[config.mk]
export PLATFORM = sky130hd
export DESIGN_NAME = nibble_serial_adder
export DESIGN_NICKNAME = d
export VERILOG_FILES = /design/src/rtl/nibble_serial_adder.sv
export SDC_FILE = /design/constraint.sdc
export NUM_CORES = 1
export LEC_CHECK = 0
export CAP_MARGIN = 25
export CORE_MARGIN = 10
export CORE_UTILIZATION = 56
export DETAILED_ROUTE_END_ITERATION = 7
export GPL_TIMING_DRIVEN = 0
export PLACE_DENSITY = 0.84
export SKIP_LAST_GASP = 1
export SLEW_MARGIN = 20
export SYNTH_ARGS = -nofsm -noshare
export SYNTH_HDL_FRONTEND = slang
export SYNTH_SLANG_ARGS = --single-unit
[constraint.sdc]
create_clock -name clk -period 2.55 [get_ports clk]
set_input_delay 0.51 -clock clk [delete_from_list [all_inputs] [get_ports clk]]
set_output_delay 0.51 -clock clk [all_outputs]
set_load 0.01 [all_outputs]
[src/rtl/nibble_serial_adder.sv]
// Nibble-serial adder: one shared 4-bit adder computes a W-bit sum,
// least-significant nibble first, with the carry held between cycles.

// 4-bit adder with carry in and carry out
module adder_4bit (
  input  logic [3:0] a_i,
  input  logic [3:0] b_i,
  input  logic       carry_i,
  output logic [3:0] sum_o,
  output logic       overflow_o
);

  // Widen to 5 bits so the carry out lands in the top bit
  assign {overflow_o, sum_o} = 5'(a_i) + 5'(b_i) + 5'(carry_i);

endmodule

module nibble_serial_adder #(
  parameter int unsigned NUM_NIBBLES = 4
) (
  input  logic                       clk,
  input  logic                       rst,
  input  logic                       start,
  input  logic [4*NUM_NIBBLES-1:0]   op_a,
  input  logic [4*NUM_NIBBLES-1:0]   op_b,
  input  logic                       carry_in,
  output logic                       busy,
  output logic                       done,
  output logic [4*NUM_NIBBLES-1:0]   sum,
  output logic                       carry_out
);

  localparam int unsigned W  = 4 * NUM_NIBBLES;
  localparam int unsigned CW = $clog2(NUM_NIBBLES + 1);

  typedef enum logic [1:0] {
    S_IDLE,
    S_ADD,
    S_DONE
  } state_t;

  state_t         state_q;
  logic [W-1:0]   a_sh_q;
  logic [W-1:0]   b_sh_q;
  logic           c_q;
  logic [CW-1:0]  cnt_q;
  logic           busy_q;
  logic           done_q;
  logic [W-1:0]   sum_q;
  logic           carry_out_q;

  logic [3:0]     nib;
  logic           ovf;
  logic [W-1:0]   acc_d;
  logic           last_nib;

  adder_4bit u_adder (
    .a_i        (a_sh_q[3:0]),
    .b_i        (b_sh_q[3:0]),
    .carry_i    (c_q),
    .sum_o      (nib),
    .overflow_o (ovf)
  );

  assign last_nib = (cnt_q == CW'(NUM_NIBBLES - 1));

  // Accumulator holds the nibbles already produced; the new nibble enters at the top
  if (NUM_NIBBLES == 1) begin : g_one
    assign acc_d = nib;
  end else begin : g_multi
    logic [W-5:0] acc_q;

    assign acc_d = {nib, acc_q};

    // Shift produced nibbles right as each new one arrives
    always_ff @(posedge clk) begin
      if (rst) begin
        acc_q <= '0;
      end else if (state_q == S_ADD) begin
        acc_q <= acc_d[W-1:4];
      end
    end
  end

  // Sequencer: capture operands, step one nibble per cycle, publish result
  always_ff @(posedge clk) begin
    if (rst) begin
      state_q     <= S_IDLE;
      a_sh_q      <= '0;
      b_sh_q      <= '0;
      c_q         <= 1'b0;
      cnt_q       <= '0;
      busy_q      <= 1'b0;
      done_q      <= 1'b0;
      sum_q       <= '0;
      carry_out_q <= 1'b0;
    end else begin
      case (state_q)
        S_IDLE: begin
          if (start) begin
            a_sh_q  <= op_a;
            b_sh_q  <= op_b;
            c_q     <= carry_in;
            cnt_q   <= '0;
            busy_q  <= 1'b1;
            state_q <= S_ADD;
          end
        end
        S_ADD: begin
          a_sh_q <= a_sh_q >> 4;
          b_sh_q <= b_sh_q >> 4;
          c_q    <= ovf;
          cnt_q  <= cnt_q + CW'(1);
          if (last_nib) begin
            sum_q       <= acc_d;
            carry_out_q <= ovf;
            busy_q      <= 1'b0;
            done_q      <= 1'b1;
            state_q     <= S_DONE;
          end
        end
        S_DONE: begin
          done_q  <= 1'b0;
          state_q <= S_IDLE;
        end
        default: begin
          busy_q  <= 1'b0;
          done_q  <= 1'b0;
          state_q <= S_IDLE;
        end
      endcase
    end
  end

  assign busy      = busy_q;
  assign done      = done_q;
  assign sum       = sum_q;
  assign carry_out = carry_out_q;

endmodule

* Word level (Yosys, flattened, before mapping)
Index checks and enable logic that the tools add are counted. Widths: inputs -> output; s select.
Cells by class: eq/ne operators 5, div/mod/pow operators 0, shift operators 0, bitwise logic cells 2, magnitude comparators 0, multipliers 0, add/sub/neg operators 3, muxes and demuxes 16, reduce and logical (&&, ||, !) cells 7
Operator list (count):
- $pmux 16 s2 | 2
- $mux 16 | 2
- $reduce_and 2->1 | 4
- $pmux 3 s2 | 1
- $add 4x4->5 | 1
- $add 5x1->5 | 1
- $mux 1 | 4
- $mux 2 | 2
- $ne 2x2->1 const B | 2
- $pmux 1 s2 | 2
- $pmux 2 s2 | 1
- $add 3x1->3 const B | 1
- $eq 3x2->1 const B | 1
- $mux 3 | 1
- $pmux 1 s3 | 1
- $reduce_and 3->1 | 1
- $eq 2x1->1 const B | 1
- $eq 2x2->1 const B | 1
- $logic_not 2->1 | 1
- $not 1->1 | 2
- $reduce_bool 2->1 | 1
Storage, ports and cells: bits of input ports 36, memories kept 0, latch bits 0, register bits 69, memory bits (writable) 0, bits in read-only memories 0, word-level logic and storage cells 43

* Depth between registers and ports, before layout
depth in word-level cells 3, mapped depth 7, depth with buffers taken out 7

* Hierarchy
Synthesis repeated with hierarchy kept, for this count alone.
Unflattened totals: cells, all modules 280, area total of the unflattened synthesis 2747.6 µm²
Modules (own cells, without submodules):
- nibble_serial_adder | area each 2603.7 µm², times used 1, cells each 264
- adder_4bit | area each 143.9 µm², times used 1, cells each 16

* Least setup slack after synthesis
Ideal clock, no wire load.
kind reg2reg, from register a_sh_q[0], to register sum_q[15] (netlist: sum[15]), cell stages (with the launch flop) 6, arrival 1.452 ns, buffers on the path 0, setup slack 0.976 ns, setup time 0.122 ns, required time 2.428 ns, path through dfxtp_1 > inv_1 > fa_1 > nand3b_1 > and2_1 > a311o_1
On the way: word-level cells in the longest chain between the ends 2
Ends and longest elaborated chain:
- start, declared | RTL line 43 | logic [W-1:0] a_sh_q;
- start signal, assigned | RTL line 101 | a_sh_q <= op_a;
- start signal, assigned | RTL line 110 | a_sh_q <= a_sh_q >> 4;
- $add 4x4->5 | RTL line 14 | assign {overflow_o, sum_o} = 5'(a_i) + 5'(b_i) + 5'(carry_i);
- $add 5x1->5 | RTL line 14
- end signal, assigned | RTL line 95 | sum_q <= '0;
- end signal, assigned | RTL line 115 | sum_q <= acc_d;
- end, declared | RTL line 49 | logic [W-1:0] sum_q;
No other way between the ends. A chain may end at the register's enable or synchronous reset.

* Final worst setup path
from input port start, to register a_sh_q[15]
On the way: word-level cells in the longest chain between the ends 2
Ends and longest elaborated chain:
- start, declared | RTL line 23 | input logic start,
- $ne 2x2->1 (no line)
- $reduce_and 2->1 (no line)
No other way between the ends.

==> flow_summary.ini <==
[critical_path]
path_class = primary input to register
max_stage_delay_ns = 0.70
reg2reg_slack_ns = 0.84
worstPathArrival_ns = 2.07
cp-end-kind = register
crit_path_top_delay_cell = nor3b_2
cp_top_family = simple AND/OR/NAND/NOR gates
cp-start-kind = primary input
required_ns = 2.83
worstRegToRegCells = 7
timing.rr.end = carry_out$_SDFFE_PP0P_
worstReg2RegStart = a_sh_q[0]$_SDFFE_PP0P_
path_buf_inv = 1
crit_fanout = 10
worstPathCellList = clkdlybuf4s50_1, nor3b_2, a22oi_1, nor2_1

[sta]
skew_ns = 0.00604
period_needed_ns = 1.78
drv_slew = 0
hold_violations = 0
worst_pin_slew_ns = 0.817
finalSetupViolCount = 0
final.period_utilization_pct = 69.9
slew_headroom_pct = 45.3
rsz0062_at_grt = no
fmax_mhz = 561
setup_tns_ns = 0

[cells_and_area]
diodes = 0
final_nets = 442
layout-drive-gt1-share_pct = 17.3
design_area_mm2 = 0.00389
post-route-util_pct = 74.7
area_delta_synth_final_pct = 27.6

[drt]
drt_iter0_markers = 103
vias_per_cell = 5.48
antenna_left = 0
drc_errors = 0
drt_pass1_iterations = 5
drt-wirelength-per-cell_um = 15.6
vias = 2597
wirelength_mm = 7.40

[flow_run]
max_cap_viol_count = 0

[worst_hold_path]
min-delay-start = sum[0]$_SDFFE_PP0P_
hp-class = register to register
whs_endpoint = sum[0]$_SDFFE_PP0P_
holdPathStages = 2

[clock_network]
clk_pin_slew_worst_paths_ns = 0.08
cts_made_buffers = 9
cts_max_path_buffers = 2
root_buffer = clkbuf_8
clkLatencyLatePin_ns = 0.35
cts_num_sinks = 69
cts_hold_buf = 0
post-cts-setup-buffers = 0
post_cts_resized = 0
htree_levels = 3
cts_tree = done

[yosys]
yosysWarnings = 0
synth_top_cell_by_area = dfxtp_1
ys_seq_elements = 69
syn_nets = 378
yosysTopAreaCellShare_pct = 45.4
synth_area_mm2 = 0.00305
postSynthAreaPerCell_um2 = 9.09
syn_inst = 335
synthTopCellsByArea = dfxtp_1, a311oi_2, nand2_1
seq_area_frac_synth_pct = 45.4
yosysUniqueCellTypes = 34

[global_routing]
grt_first_pass_wirelength_mm = 12.1
grtUsageTotal_pct = 17.3
grt_pass1_vias = 2674
grt_max_degree = 14
grt_overflow = 0
antenna_found_initial = 0

[placement]
place_area_mm2 = 0.00366
io_buffer_count = 53
gp_congestion = 0.844
dp_hpwl_mm = 5.39

[die]
ios = 55
core_area_mm2 = 0.00520
die-area_mm2 = 0.00879
fp.dieW_um = 93.7
die_height_um = 93.7
row_count = 26
start_util_pct = 58.5

[outcome]
status = finished, final reports clean

[pwr]
peakVddDrop_mv = 0.414
p_leak_nw = 1.43
p_per_area_mw_per_mm2 = 643
## per-stage QoR
stage	setup WS [ns]	hold WS, ns	power [mW]	std cells
3_3_place_gp	0.475	0.441	1.52	458
6_report	0.767	0.456	2.50	474
4_1_cts	0.795	0.458	2.50	474
5_1_grt	0.733	0.478	2.59	474
2_1_floorplan	0.976	0.432	1.41	335
3_5_place_dp	0.447	0.447	1.53	458
## layer usage
layer	global-route usage, %	vias to the layer above	wire length, um
met2	31.0	73	3760
met1	17.9	1232	3000
met5	0	-	0
met3	4.72	15	440
li1	-	1277	-
met4	9.24	0	191
## synthesized netlist by cell type
master	instances
o21ba_4	1
a21o_1	1
a2bb2oi_1	1
nor3b_2	1
clkbuf_1	4
a2111oi_2	2
nor2_1	42
ha_1	5
o22ai_1	1
and2_1	1
nor3_1	1
a311o_1	2
nand3b_1	2
xnor2_1	1
o21bai_1	1
nor2b_1	1
nand2_1	92
inv_1	6
dfxtp_1	69
a211oi_1	6
fa_1	2
buf_4	5
nor3b_1	2
a22oi_1	9
nand2b_1	3
o21ai_0	1
buf_2	10
a311oi_2	24
buf_6	9
and3b_1	1
nor2b_2	1
a21oi_1	26
mux2i_1	1
a22oi_2	1
## report_power, final
part	switching [mW]	internal, mW	total (mW)
combinational	0.180	0.162	0.343
sequential	0.0337	1.13	1.17
clock	0.437	0.555	0.992
total	0.651	1.85	2.50
## kinds of logic (layout without fill, tap and decap cells)
kind of cell               Yosys count  count (layout)  share of synthesized area [%]
and+or+nand+nor                    147             147                           19.7
AOI/OAI and AO/OA                   76              76                           23.5
DFF                                 69              69                           45.4
buffers and inverters               34             103                           7.44
adders and majority gates            7               7                           3.37
xor gates and xnor gates             1               1                          0.288
muxes                                1               1                          0.329
## sequential cells by signal, indices dropped and copies added, names as in the netlist
name and cells:
sum 16, busy 1, done 1, g_multi.acc_q 12, carry_out 1, cnt_q 3
state_q 2, a_sh_q 16, c_q 1, b_sh_q 16
## placed cells by master (no fill, tap or decap), types with 2 or more instances in the layout
cell,instances
buf_2,10
a21oi_1,26
clkbuf_8,9
a2111oi_2,2
inv_1,6
nand2_1,92
nor3b_1,2
a311o_1,2
nor2_1,42
clkbuf_1,4
nand2b_1,3
ha_1,5
a22oi_1,9
clkinv_4,2
a311oi_2,24
nand3b_1,2
a211oi_1,6
dfxtp_1,69
buf_4,5
buf_6,9
fa_1,2
clkdlybuf4s50_1,53
bufinv_16,2
## tightest hold or removal path, cell delays in order (launching register included)
cell	delay (ns)
dfxtp_1	0.31
nand2_1	0.05
a21oi_1	0.05
## cell type report
cell class                 count  area (um2)
buffer                        28         204
clock buffer                   9         124
clock inverter                 7        98.8
fill                         389        1320
inverter                       6        22.5
multi-input combinational    232        1440
sequential                    69        1380
tap                           70        87.6
timing repair buffer          53         531
## worst max path at each step
stage	depth (start not counted)	from	slack, ns	endpoint
floorplan	5	a_sh_q[0]$_SDFFE_PP0P_	0.98	sum[15]$_SDFFE_PP0P_
global placement	4	start	0.47	a_sh_q[13]$_SDFFE_PP0P_
detailed placement	4	start	0.45	a_sh_q[15]$_SDFFE_PP0P_
CTS	1	sum[15]$_SDFFE_PP0P_	0.79	sum[15]
global route	4	start	0.73	a_sh_q[14]$_SDFFE_PP0P_
finish	4	start	0.77	a_sh_q[15]$_SDFFE_PP0P_
Power figures use the tool's default switching activity.
==> variant (same flow settings) <==
`NUM_NIBBLES`: 4 -> 8.
--- a/src/rtl/nibble_serial_adder.sv
+++ b/src/rtl/nibble_serial_adder.sv
@@ -16,7 +16,7 @@
 endmodule
 
 module nibble_serial_adder #(
-  parameter int unsigned NUM_NIBBLES = 4
+  parameter int unsigned NUM_NIBBLES = 8
 ) (
   input  logic                       clk,
   input  logic                       rst,
Interface: changed (resized op_a, op_b and sum); port bits go from 55 to 103. The function was not compared with the original's and may differ.
==> variant against the unedited design <==
- setup slack lost 200 ps
- sequential power is 95% higher
- power increased by 110%
- critical path depth fell by 3
- routed wire length rose by 120%
- synthesized area grew 91%
- clock skew up 4.3 ps
- sequential cell count rose by 65
- largest power group is now clock
- cell area increased by 95%
- synthesized cell count is 100% higher
==> variant: results (changes against the unedited design) <==
[status]
status=finished clean

[global_routing]
grt_pass1_wl_um=26100  ; +120%
grt_pass1_vias=5562  ; +110%
grt_usage_pct=21.4  ; +4.1 points
grt_max_degree=17  ; +3

[min_path]
holdPathEnd=busy
min_from=rst
min-delay-path-class=in -> reg
whs_path_depth=3  ; +1

[pwr]
vdd_drop_max_uv=391  ; -5.6%
p_leak_nw=2.87  ; +100%

[critical_path]
cp_top_family=buffers and inverters
cpPeakStageDelay_ps=580  ; -120 ps
crit_fanout=2  ; -8
regToRegEndpoint=sum[30]
arrival_ps=1470  ; -600 ps
reg2reg_depth=4  ; -3
r2r_slack_ps=750  ; -90 ps
rr_startpoint=a_sh_q[0]
cpMaxStageDelayCell=clkdlybuf4s50_1

[synth]
synth_xor_area_share_pct=0.150  ; -0.14 points
synth.distinct_cells=40  ; +18%
syn_nets=748  ; +98%
synth.top_cells.by_count=dfxtp_1 (134), a21oi_1 (120), nor2_1 (71), nor2b_1 (58), o221a_2 (56)
yosys-top-cells-area=dfxtp_1 (46%), o221a_2 (11%), a21oi_1 (10%), nor2b_1 (6.2%), nor2_1 (4.6%)
synth_mux_area_share_pct=0.172  ; -0.16 points
yosys_warnings=0  ; unchanged
synth-async-reset-ratio_pct=0  ; unchanged
synthAdderAreaFrac_pct=1.55  ; -1.8 points
ys_seq_area_share_pct=46.0  ; +0.69 points
synth-compound-area-share_pct=26.8  ; +3.3 points

[finish]
num-fill-cells=775  ; +99%
fin_nets=868  ; +96%
drive_gt1_share_pct=17.1  ; -0.23 points

[timing]
maxSlewViolCount=0  ; unchanged
finClkSkew_ps=10.3  ; +4.26 ps
slew_headroom_pct=66.6  ; +21 points
whs_ps=424  ; -32.3 ps

[clock_tree]
cts_setup_buffers=0  ; unchanged
numCtsBuffers=17  ; +8
cts.clk_slew.worst_paths_ps=70
htree_levels=4  ; +1
insertion_delay_ps=530  ; +180 ps

[place]
io_buffer_count=101  ; +91%
hpwl_um=11300  ; +110%
dp_slack_ps=434  ; -12.4 ps
gp_congestion=0.889  ; +5.3%

[drt]
dr_total_vias=5527  ; +110%
drt_iter0_markers=444  ; +330%
wire_per_inst_um=16.9  ; +8.3%

==> variant: cell count changes after synthesis, moves of 27 or more <==
cell and change:
a21oi_1 +94, o221a_2 +56, nor2_1 +29, buf_2 +27, dfxtp_1 +65, nand3_1 +34
nand2_1 -40, nor2b_1 +57
==> variant: metal layers <==
metal / global-route usage [%] / wire length (um)
met1: 24.7 / 6570
met2: 35.7 / 7810
met3: 6.24 / 1160
met4: 9.91 / 400
met5: 0 / 0
==> variant: kinds of logic after synthesis <==
kind of cell / Yosys count
flops: 134
mux: 1
compound gates: 231
fa+ha+maj: 6
simple gates: 230
xor+xnor: 1
buf+inv: 71
==> variant: worst max path at each step <==
stage          startpoint        end  slack, ps  cells after the start
2_1_floorplan   a_sh_q[0]    sum[30]        940                      4
3_3_place_gp        start  a_sh_q[2]        420                      5
3_5_place_dp        start  a_sh_q[2]        430                      5
4_1_cts              done       done        570                      1
5_1_grt              done       done        550                      1
6_report             done       done        570                      1
==> variant: layout make-up <==
type	count	area, um^2	share of cell area (%)
clock buffer	17	414	5.47
sequential	134	2680	35.4
inverter	1	3.75	0.0495
multi-input combinational	469	2790	36.8
buffer	70	354	4.67
clock inverter	15	156	2.06
tap	136	170	2.25
timing repair buffer	101	1010	13.3
==> variant: metrics by stage <==
stage / power (mW) / cells / instance area (um^2)
floorplan: 2.74 / 674 / 5830
global placement: 2.96 / 911 / 7010
detailed placement: 2.98 / 911 / 7010
CTS: 5.33 / 943 / 7580
global route: 5.52 / 943 / 7580
finish: 5.34 / 943 / 7580
==> variant: power breakdown <==
group | leakage [nW] | switching (mW) | internal [mW] | total (mW)
combinational | 1.50 | 0.335 | 0.340 | 0.674
clock | 0.273 | 1.05 | 1.34 | 2.39
sequential | 1.10 | 0.0731 | 2.20 | 2.28
total | 2.87 | 1.46 | 3.88 | 5.34
